File: src/rtl/regfile_dump.sv
// Walks register-file read addresses FIRST_REG..NUM_REGS-1 and streams (index, value) pairs
// over valid/ready. Define REGDUMP_SKIPZERO_EN to suppress words whose captured value is zero.
module regfile_dump #(
  parameter int unsigned NUM_REGS  = 32,
  parameter int unsigned ADDR_W    = 5,
  parameter int unsigned DATA_W    = 32,
  parameter int unsigned FIRST_REG = 0,
  parameter int unsigned READ_LAT  = 0
) (
  input  logic              clk,
  input  logic              reset,
  input  logic              start,
  output logic [ADDR_W-1:0] rd_addr,
  input  logic [DATA_W-1:0] rd_data,
  output logic              out_valid,
  input  logic              out_ready,
  output logic [ADDR_W-1:0] out_index,
  output logic [DATA_W-1:0] out_data,
  output logic              busy,
  output logic              done
);

  localparam int unsigned CntW = (READ_LAT > 1) ? $clog2(READ_LAT) : 1;
  // WAIT lasts READ_LAT cycles including the one that sees zero, so load one short.
  localparam int unsigned LoadVal = (READ_LAT > 0) ? READ_LAT - 1 : 0;
  localparam logic [ADDR_W-1:0] FirstAddr = ADDR_W'(FIRST_REG);
  localparam logic [ADDR_W-1:0] LastAddr  = ADDR_W'(NUM_REGS - 1);
  localparam logic [CntW-1:0]   CntLoad   = CntW'(LoadVal);

  typedef enum logic [2:0] {StIdle, StAddr, StWait, StPresent, StFinish} state_e;

  state_e              state_q, state_d;
  logic [ADDR_W-1:0]   addr_q, addr_d;
  logic [CntW-1:0]     cnt_q, cnt_d;
  logic                valid_q, valid_d;
  logic [ADDR_W-1:0]   index_q, index_d;
  logic [DATA_W-1:0]   data_q, data_d;
  logic                busy_q, busy_d;
  logic                capture, advance;

  always_comb begin
    state_d = state_q;
    addr_d  = addr_q;
    cnt_d   = cnt_q;
    valid_d = valid_q;
    index_d = index_q;
    data_d  = data_q;
    busy_d  = busy_q;
    capture = 1'b0;
    advance = 1'b0;

    unique case (state_q)
      StIdle: begin
        if (start) begin
          state_d = StAddr;
          busy_d  = 1'b1;
          addr_d  = FirstAddr;
        end
      end
      StAddr: begin
        cnt_d = CntLoad;
        if (READ_LAT == 0) capture = 1'b1;
        else               state_d = StWait;
      end
      StWait: begin
        if (cnt_q == '0) capture = 1'b1;
        else             cnt_d = cnt_q - 1'b1;
      end
      StPresent: begin
        if (out_ready) begin
          valid_d = 1'b0;
          advance = 1'b1;
        end
      end
      StFinish: begin
        busy_d  = 1'b0;
        state_d = StIdle;
      end
      default: state_d = StIdle;
    endcase

    if (capture) begin
`ifdef REGDUMP_SKIPZERO_EN
      if (rd_data == '0) begin
        advance = 1'b1;
      end else begin
        data_d  = rd_data;
        index_d = addr_q;
        valid_d = 1'b1;
        state_d = StPresent;
      end
`else
      data_d  = rd_data;
      index_d = addr_q;
      valid_d = 1'b1;
      state_d = StPresent;
`endif
    end

    // Compare before incrementing so NUM_REGS == 2**ADDR_W never wraps.
    if (advance) begin
      if (addr_q == LastAddr) begin
        state_d = StFinish;
      end else begin
        addr_d  = addr_q + 1'b1;
        state_d = StAddr;
      end
    end
  end

  always_ff @(posedge clk or negedge reset) begin
    if (!reset) begin
      state_q <= StIdle;
      addr_q  <= FirstAddr;
      cnt_q   <= '0;
      valid_q <= 1'b0;
      index_q <= '0;
      data_q  <= '0;
      busy_q  <= 1'b0;
    end else begin
      state_q <= state_d;
      addr_q  <= addr_d;
      cnt_q   <= cnt_d;
      valid_q <= valid_d;
      index_q <= index_d;
      data_q  <= data_d;
      busy_q  <= busy_d;
    end
  end

  assign rd_addr   = addr_q;
  assign out_valid = valid_q;
  assign out_index = index_q;
  assign out_data  = data_q;
  assign busy      = busy_q;
  assign done      = (state_q == StFinish);

endmodule

File: config.mk
export PLATFORM = sky130hd
export DESIGN_NAME = regfile_dump
export DESIGN_NICKNAME = d
export VERILOG_FILES = /design/src/rtl/regfile_dump.sv
export SDC_FILE = /design/constraint.sdc
export NUM_CORES = 1
export LEC_CHECK = 0
export ABC_AREA = 0
export CAP_MARGIN = 10
export CELL_PAD_IN_SITES_DETAIL_PLACEMENT = 0
export CELL_PAD_IN_SITES_GLOBAL_PLACEMENT = 2
export CORE_ASPECT_RATIO = 0.9
export CORE_MARGIN = 3
export CORE_UTILIZATION = 24
export DETAILED_ROUTE_END_ITERATION = 12
export MAX_ROUTING_LAYER = met4
export PLACE_DENSITY = 0.87
export SYNTH_ARGS = -nofsm -noshare
export SYNTH_HDL_FRONTEND = slang
export SYNTH_SLANG_ARGS = --single-unit
File: constraint.sdc
create_clock -name clk -period 1.8 [get_ports clk]
set_input_delay 0.36 -clock clk [delete_from_list [all_inputs] [get_ports clk]]
set_output_delay 0.36 -clock clk [all_outputs]
set_load 0.01 [all_outputs]
==> out/metrics.yaml, run 1 <==
vias: 1359
p_per_area_mw_per_mm2: 1050
drcViolationCount: 0
antenna_found_initial: 0
wl_um: 4150
top_layer: "met4"
slowest_delay_ns: 0.51
final_core_util_pct: 39.2
hold_viol: 0
start_util_pct: 24.9
io_pins: 81
reg2reg_from: "rd_addr[0]"
post_drt_wl_per_cell_um: 13.1
crit_slowest_cell: "or4b_1"
power_leakage_uw: 0.00125
dr.pass1.iters: 4
syn_avg_cell_area_um2: 14.8
synthCells: 128
maxSlewViolCount: 0
min_path_type: "primary input to asynchronous set/reset pin"
synth_seq_cells: 47
cp_cell_sequence: "ha_1 -> and3_1 -> ha_2 -> or4b_1 -> nand3_1"
regToRegSetupSlack_ns: 0.09
grt_overflow_total: 0
cp-end-kind: "flop"
rsz0062_at_grt: "no"
cts_buffers: 5
areaGrowthSynthToFinish_pct: 57.3
via_per_inst: 4.29
wl_met2_um: 1990
n_fill_cell: 735
grt_pass1_vias: 1442
ir_drop_uv: 360
num_antenna_cells: 0
timing.fmax_mhz: 583
met3_length_um: 259
slew_headroom_pct: 57.0
place_ws_ns: -0.0503
core.rowCount: 30
cp.required_ns: 2.04
wl_met1_um: 1860
period_minus_slack_ns: 1.71
reg2reg_depth: 5
setup_ws_ns: 0.0861
io_buffers: 80
worst_pin_slew_ns: 0.644
cts_tree: "built"
grt_pass1_wl_um: 7050
cap_violations: 0
cts_sinks: 47
root_buffer: "clkbuf_8"
fp.coreArea_mm2: 0.00762
grt_max_degree: 29
nets: 259
post-route-period-util_pct: 95.2
critPathArrivalTime_ns: 1.95
grt_usage_pct: 9.99
critPathLaunchType: "flop"
worstSetupPathType: "flop to flop"
insertion_delay_ns: 0.30
synth_area_mm2: 0.00190
finalSetupViolations: 0
cts_hold_buf: 0
cp_num_buf_inv: 0
dieArea_mm2: 0.00901
dpl.hpwl_um: 3120
hold_slack_ns: 0.0699
clk_pin_slew_worst_paths_ns: 0.10
drive_gt1_share_pct: 18.1
die_x_um: 99.7
clockBufferDepth: 2
gp_congestion: 0.784
r2r-end: "rd_addr[2]"
seq_area_frac_synth_pct: 62.0
cp_top_family: "simple AND/OR/NAND/NOR gates"
ant_nets: 0
skew_ns: 0.0138
die_y_um: 90.3
status: "finished clean"
synth_warnings: 0
drtIter0Drc: 31
syn-num-nets: 167
worst-path-stages: 5
path_max_fanout: 7
synth_cell_types: 26
htreeDepth: 2
-- synth_stat cells (all sizes together) --
| cell | count | area [µm²] |
|---|---|---|
| o21ai | 1 | 5.00 |
| o211ai | 3 | 22.5 |
| and3 | 2 | 12.5 |
| or4b | 3 | 30.0 |
| buf | 5 | 40.0 |
| nand3 | 3 | 15.0 |
| or4bb | 1 | 11.3 |
| mux2 | 37 | 417 |
| clkbuf | 1 | 3.75 |
| o31ai | 2 | 15.0 |
| nor3 | 1 | 5.00 |
| ha | 3 | 37.5 |
| dfrtp | 47 | 1180 |
| xnor2 | 1 | 8.76 |
| inv | 4 | 15.0 |
| or4 | 1 | 7.51 |
| nor2 | 5 | 18.8 |
| nand4 | 1 | 6.26 |
| and2 | 1 | 6.26 |
| a21o | 1 | 7.51 |
| nand4b | 1 | 8.76 |
| mux2i | 2 | 20.0 |
| nand2 | 2 | 7.51 |
-- worst max path at each step --
stage / startpoint / slack [ns] / to
after global placement: out_ready / -0.01 / rd_addr[3]
final: rd_addr[0] / 0.09 / rd_addr[2]
after detailed placement: out_ready / -0.05 / rd_addr[2]
after floorplan: rd_addr[0] / 0.07 / rd_addr[3]
after global routing: rd_addr[0] / 0.02 / rd_addr[3]
after CTS: rd_addr[0] / 0.03 / rd_addr[2]
-- layer usage --
layer / track usage (%) / vias to the layer above
met5: - / -
met3: 2.93 / 5
met2: 16.1 / 44
li1: - / 645
met1: 12.0 / 665
met4: 3.19 / 0
-- where the power goes --
group	total [µW]	internal (µW)	leakage [µW]	switching, µW
clock network	683	314	0.0000474	369
logic	1070	671	0.000649	401
registers	1380	1270	0.000553	106
-- sequential cells by signal, summed over array words and instances (netlist names) --
name       count
out_valid      1
out_data      32
busy           1
out_index      5
rd_addr        5
state_q        3
-- cell type report --
class | count | area (µm²) | share of cell area, %
Multi-Input combinational cell | 71 | 672 | 22.5
Timing Repair Buffer | 91 | 902 | 30.2
Sequential cell | 47 | 1180 | 39.4
Tap cell | 96 | 120 | 4.03
Clock inverter | 2 | 16.3 | 0.545
Inverter | 4 | 15.0 | 0.503
Clock buffer | 6 | 82.6 | 2.77
-- placed cells by master (no fill, tap or decap), drive strengths merged --
cell type      Yosys  final
clkinv             0      1
buf                5     12
nor3               1      1
and3               2      2
a21o               1      1
o211ai             3      3
nor2               5      5
nand2              2      2
or4                1      1
clkbuf             1      6
o31ai              2      2
ha                 3      3
or4bb              1      1
nand3              3      3
mux2i              2      2
mux2              37     37
nand4b             1      1
dlygate4sd2        0      1
or4b               3      3
inv                4      4
and2               1      1
o21ai              1      1
dfrtp             47     47
clkdlybuf4s50      0     78
nand4              1      1
clkinvlp           0      1
xnor2              1      1
-- metrics by stage --
step | setup TNS (ns) | area (µm²) | std cells | total power, µW
after detailed placement | -0.0915 | 2880 | 309 | 2500
after floorplan | 0 | 1900 | 128 | 1810
after global placement | -0.0201 | 2880 | 309 | 2480
after CTS | 0 | 2980 | 317 | 3200
after global routing | 0 | 2980 | 317 | 3340
final | 0 | 2980 | 317 | 3130
-- what timing repair did --
action | 4_1_cts | 5_1_grt
setup endpoints to repair | 1 | 2
setup buffers | 0 | 0
resized for setup | 1 | 1
-- kinds of logic (layout without fill, tap and decap cells) --
kind of cell | Yosys count | count (layout) | share of synthesized area (%)
AND/OR/NAND/NOR | 21 | 21 | 6.79
AO/OA/AOI/OAI | 7 | 7 | 2.64
flip-flops | 47 | 47 | 62.0
XOR/XNOR | 1 | 1 | 0.462
adder cells (fa/ha/maj) | 3 | 3 | 1.98
multiplexers | 39 | 39 | 23.0
buffers and inverters | 10 | 103 | 3.10
-- worst register-to-register path, delay by kind of cell (launching register included) --
kind                     cells  cell delay (ns)
AND/OR/NAND/NOR              3             0.82
adder cells (fa/ha/maj)      2             0.45
flip-flops                   1             0.39
No activity file was read; power rests on OpenSTA's default activity.
==> run 2: changes to the inputs <==
--- a/config.mk
+++ b/config.mk
@@ -15,6 +15,7 @@
 export DETAILED_ROUTE_END_ITERATION = 12
 export MAX_ROUTING_LAYER = met4
 export PLACE_DENSITY = 0.87
+export RECOVER_POWER = 100
 export SYNTH_ARGS = -nofsm -noshare
 export SYNTH_HDL_FRONTEND = slang
 export SYNTH_SLANG_ARGS = --single-unit
==> run 2 against run 1 <==
  * The run now ends with max-capacitance violations, max-slew violations left
  * Non-clock buffer count unchanged
  * Clock-buffer cell count unchanged
  * First-iteration DRC count grew 29%
  * Combinational power down 7%
  * Global-route usage unchanged
  * Maximum frequency is essentially flat
  * Wire length grew 0.19%
  * Register-to-register slack barely moved
  * Highest routed layer unchanged
==> out/metrics.yaml, run 2 (synthesis results as in run 1) <==
final_core_util_pct: 38.9
die_x_um: 99.7
period_minus_slack_ns: 1.71
cts_sinks: 47
cp_cell_sequence: "ha_1 -> and3_1 -> ha_2 -> or4b_1 -> nand3_1"
dieArea_mm2: 0.00901
fp.coreArea_mm2: 0.00762
worst_pin_slew_ns: 1.54
min_path_type: "primary input to asynchronous set/reset pin"
via_per_inst: 4.26
skew_ns: 0.0148
slowest_delay_ns: 0.51
dr.pass1.iters: 4
core.rowCount: 30
crit_slowest_cell: "or4b_1"
start_util_pct: 24.9
ant_nets: 0
insertion_delay_ns: 0.30
placed_area_mm2: 0.00288
vias: 1352
critPathArrivalTime_ns: 1.95
path_max_fanout: 7
io_pins: 81
grt_pass1_wl_um: 7050
timing.fmax_mhz: 583
nets: 259
power_leakage_uw: 0.00125
cts_buffers: 5
slew_headroom_pct: -2.66
grt_pass1_vias: 1442
mostFrequentLayoutCells: "47 x dfrtp_1, 39 x clkdlybuf4s50_1, 39 x dlygate4sd3_1"
cp-end-kind: "flop"
worstSetupPathType: "flop to flop"
hold_viol: 0
wl_um: 4160
n_fill_cell: 736
final_area_mm2: 0.00296
num_antenna_cells: 0
grt_usage_pct: 9.99
critPathLaunchType: "flop"
cap_violations: 1
maxSlewViolCount: 27
grt_overflow_total: 0
areaGrowthSynthToFinish_pct: 56.1
post-route-period-util_pct: 95.2
post_drt_wl_per_cell_um: 13.1
grt_max_degree: 29
rsz0062_at_grt: "no"
cts_hold_buf: 0
final_common_cell: "dfrtp_1"
drtIter0Drc: 40
gp_congestion: 0.784
root_buffer: "clkbuf_8"
clockBufferDepth: 2
io_buffers: 80
drive_gt1_share_pct: 16.7
largest_reg_flops: 32
die_y_um: 90.3
dpl.hpwl_um: 3120
ir_drop_uv: 355
cts_tree: "built"
p_per_area_mw_per_mm2: 1030
cp.required_ns: 2.04
drcViolationCount: 0
antenna_found_initial: 0
clk_pin_slew_worst_paths_ns: 0.10
violations: "max-capacitance violations, max-slew violations"
finalSetupViolations: 0
htreeDepth: 2
status: "finished, violations left"
run 2: cell count changes in the layout (fill, tap and decap cells not counted), moves of 2 or more:
| cell | previous run | this run |
|---|---|---|
| clkdlybuf4s50_1 | 78 | 39 |
| dlygate4sd3_1 | 0 | 39 |
| buf_4 | 9 | 4 |
| clkbuf_1 | 0 | 3 |
| clkbuf_2 | 0 | 2 |
run 2: area by class of cell:
| class | instances | area, µm² | area share, % |
|---|---|---|---|
| Clock inverter | 2 | 16.3 | 0.549 |
| Inverter | 4 | 15.0 | 0.507 |
| Tap cell | 96 | 120 | 4.06 |
| Multi-Input combinational cell | 71 | 672 | 22.7 |
| Timing Repair Buffer | 91 | 880 | 29.7 |
| Sequential cell | 47 | 1180 | 39.7 |
| Clock buffer | 6 | 82.6 | 2.79 |
run 2: through the flow:
step | hold WS (ns) | setup slack, ns | setup TNS [ns] | total power (µW) | std cells
floorplan | 0.0644 | 0.0742 | 0 | 1810 | 128
global placement | 0.423 | -0.0115 | -0.0201 | 2480 | 309
detailed placement | 0.423 | -0.0503 | -0.0915 | 2500 | 309
CTS | 0.0779 | 0.0259 | 0 | 3200 | 317
global route | 0.510 | 0.0211 | 0 | 3260 | 317
finish | 0.419 | 0.0858 | 0 | 3050 | 317
run 2: final timing paths:
check	startpoint	endpoint	slack [ns]	cells past startpoint
min in group clk	out_data[27]	out_data[27]	0.48	1
min	reset	state_q[0]	0.42	1
min reg2reg	out_data[27]	out_data[27]	0.48	1
max	rd_addr[0]	rd_addr[2]	0.09	5
max in group asynchronous	reset	out_data[0]	0.47	1
max reg2reg	rd_addr[0]	rd_addr[2]	0.09	5
run 2: power by group:
part / switching (µW) / internal (µW) / total [µW]
clock: 370 / 314 / 684
sequential: 98.4 / 1270 / 1370
combinational: 400 / 592 / 992
run 2: routing by layer:
| layer | wire [µm] | global-route usage [%] |
|---|---|---|
| met1 | 1880 | 12.0 |
| met2 | 1990 | 16.1 |
| met3 | 258 | 2.93 |
| met4 | 37 | 3.19 |
| met5 | 0 | - |
run 2: critical path, delay by kind of cell, from the launching register on:
| kind | cells | cell delay, ns |
|---|---|---|
| adder cells (fa/ha/maj) | 2 | 0.45 |
| AND/OR/NAND/NOR | 3 | 0.82 |
| flip-flops | 1 | 0.39 |
run 2: timing repair:
action	CTS	global route
cloned	0	0
setup buffers	0	0
endpoints found under the setup margin	1	2
gates resized for setup	1	1
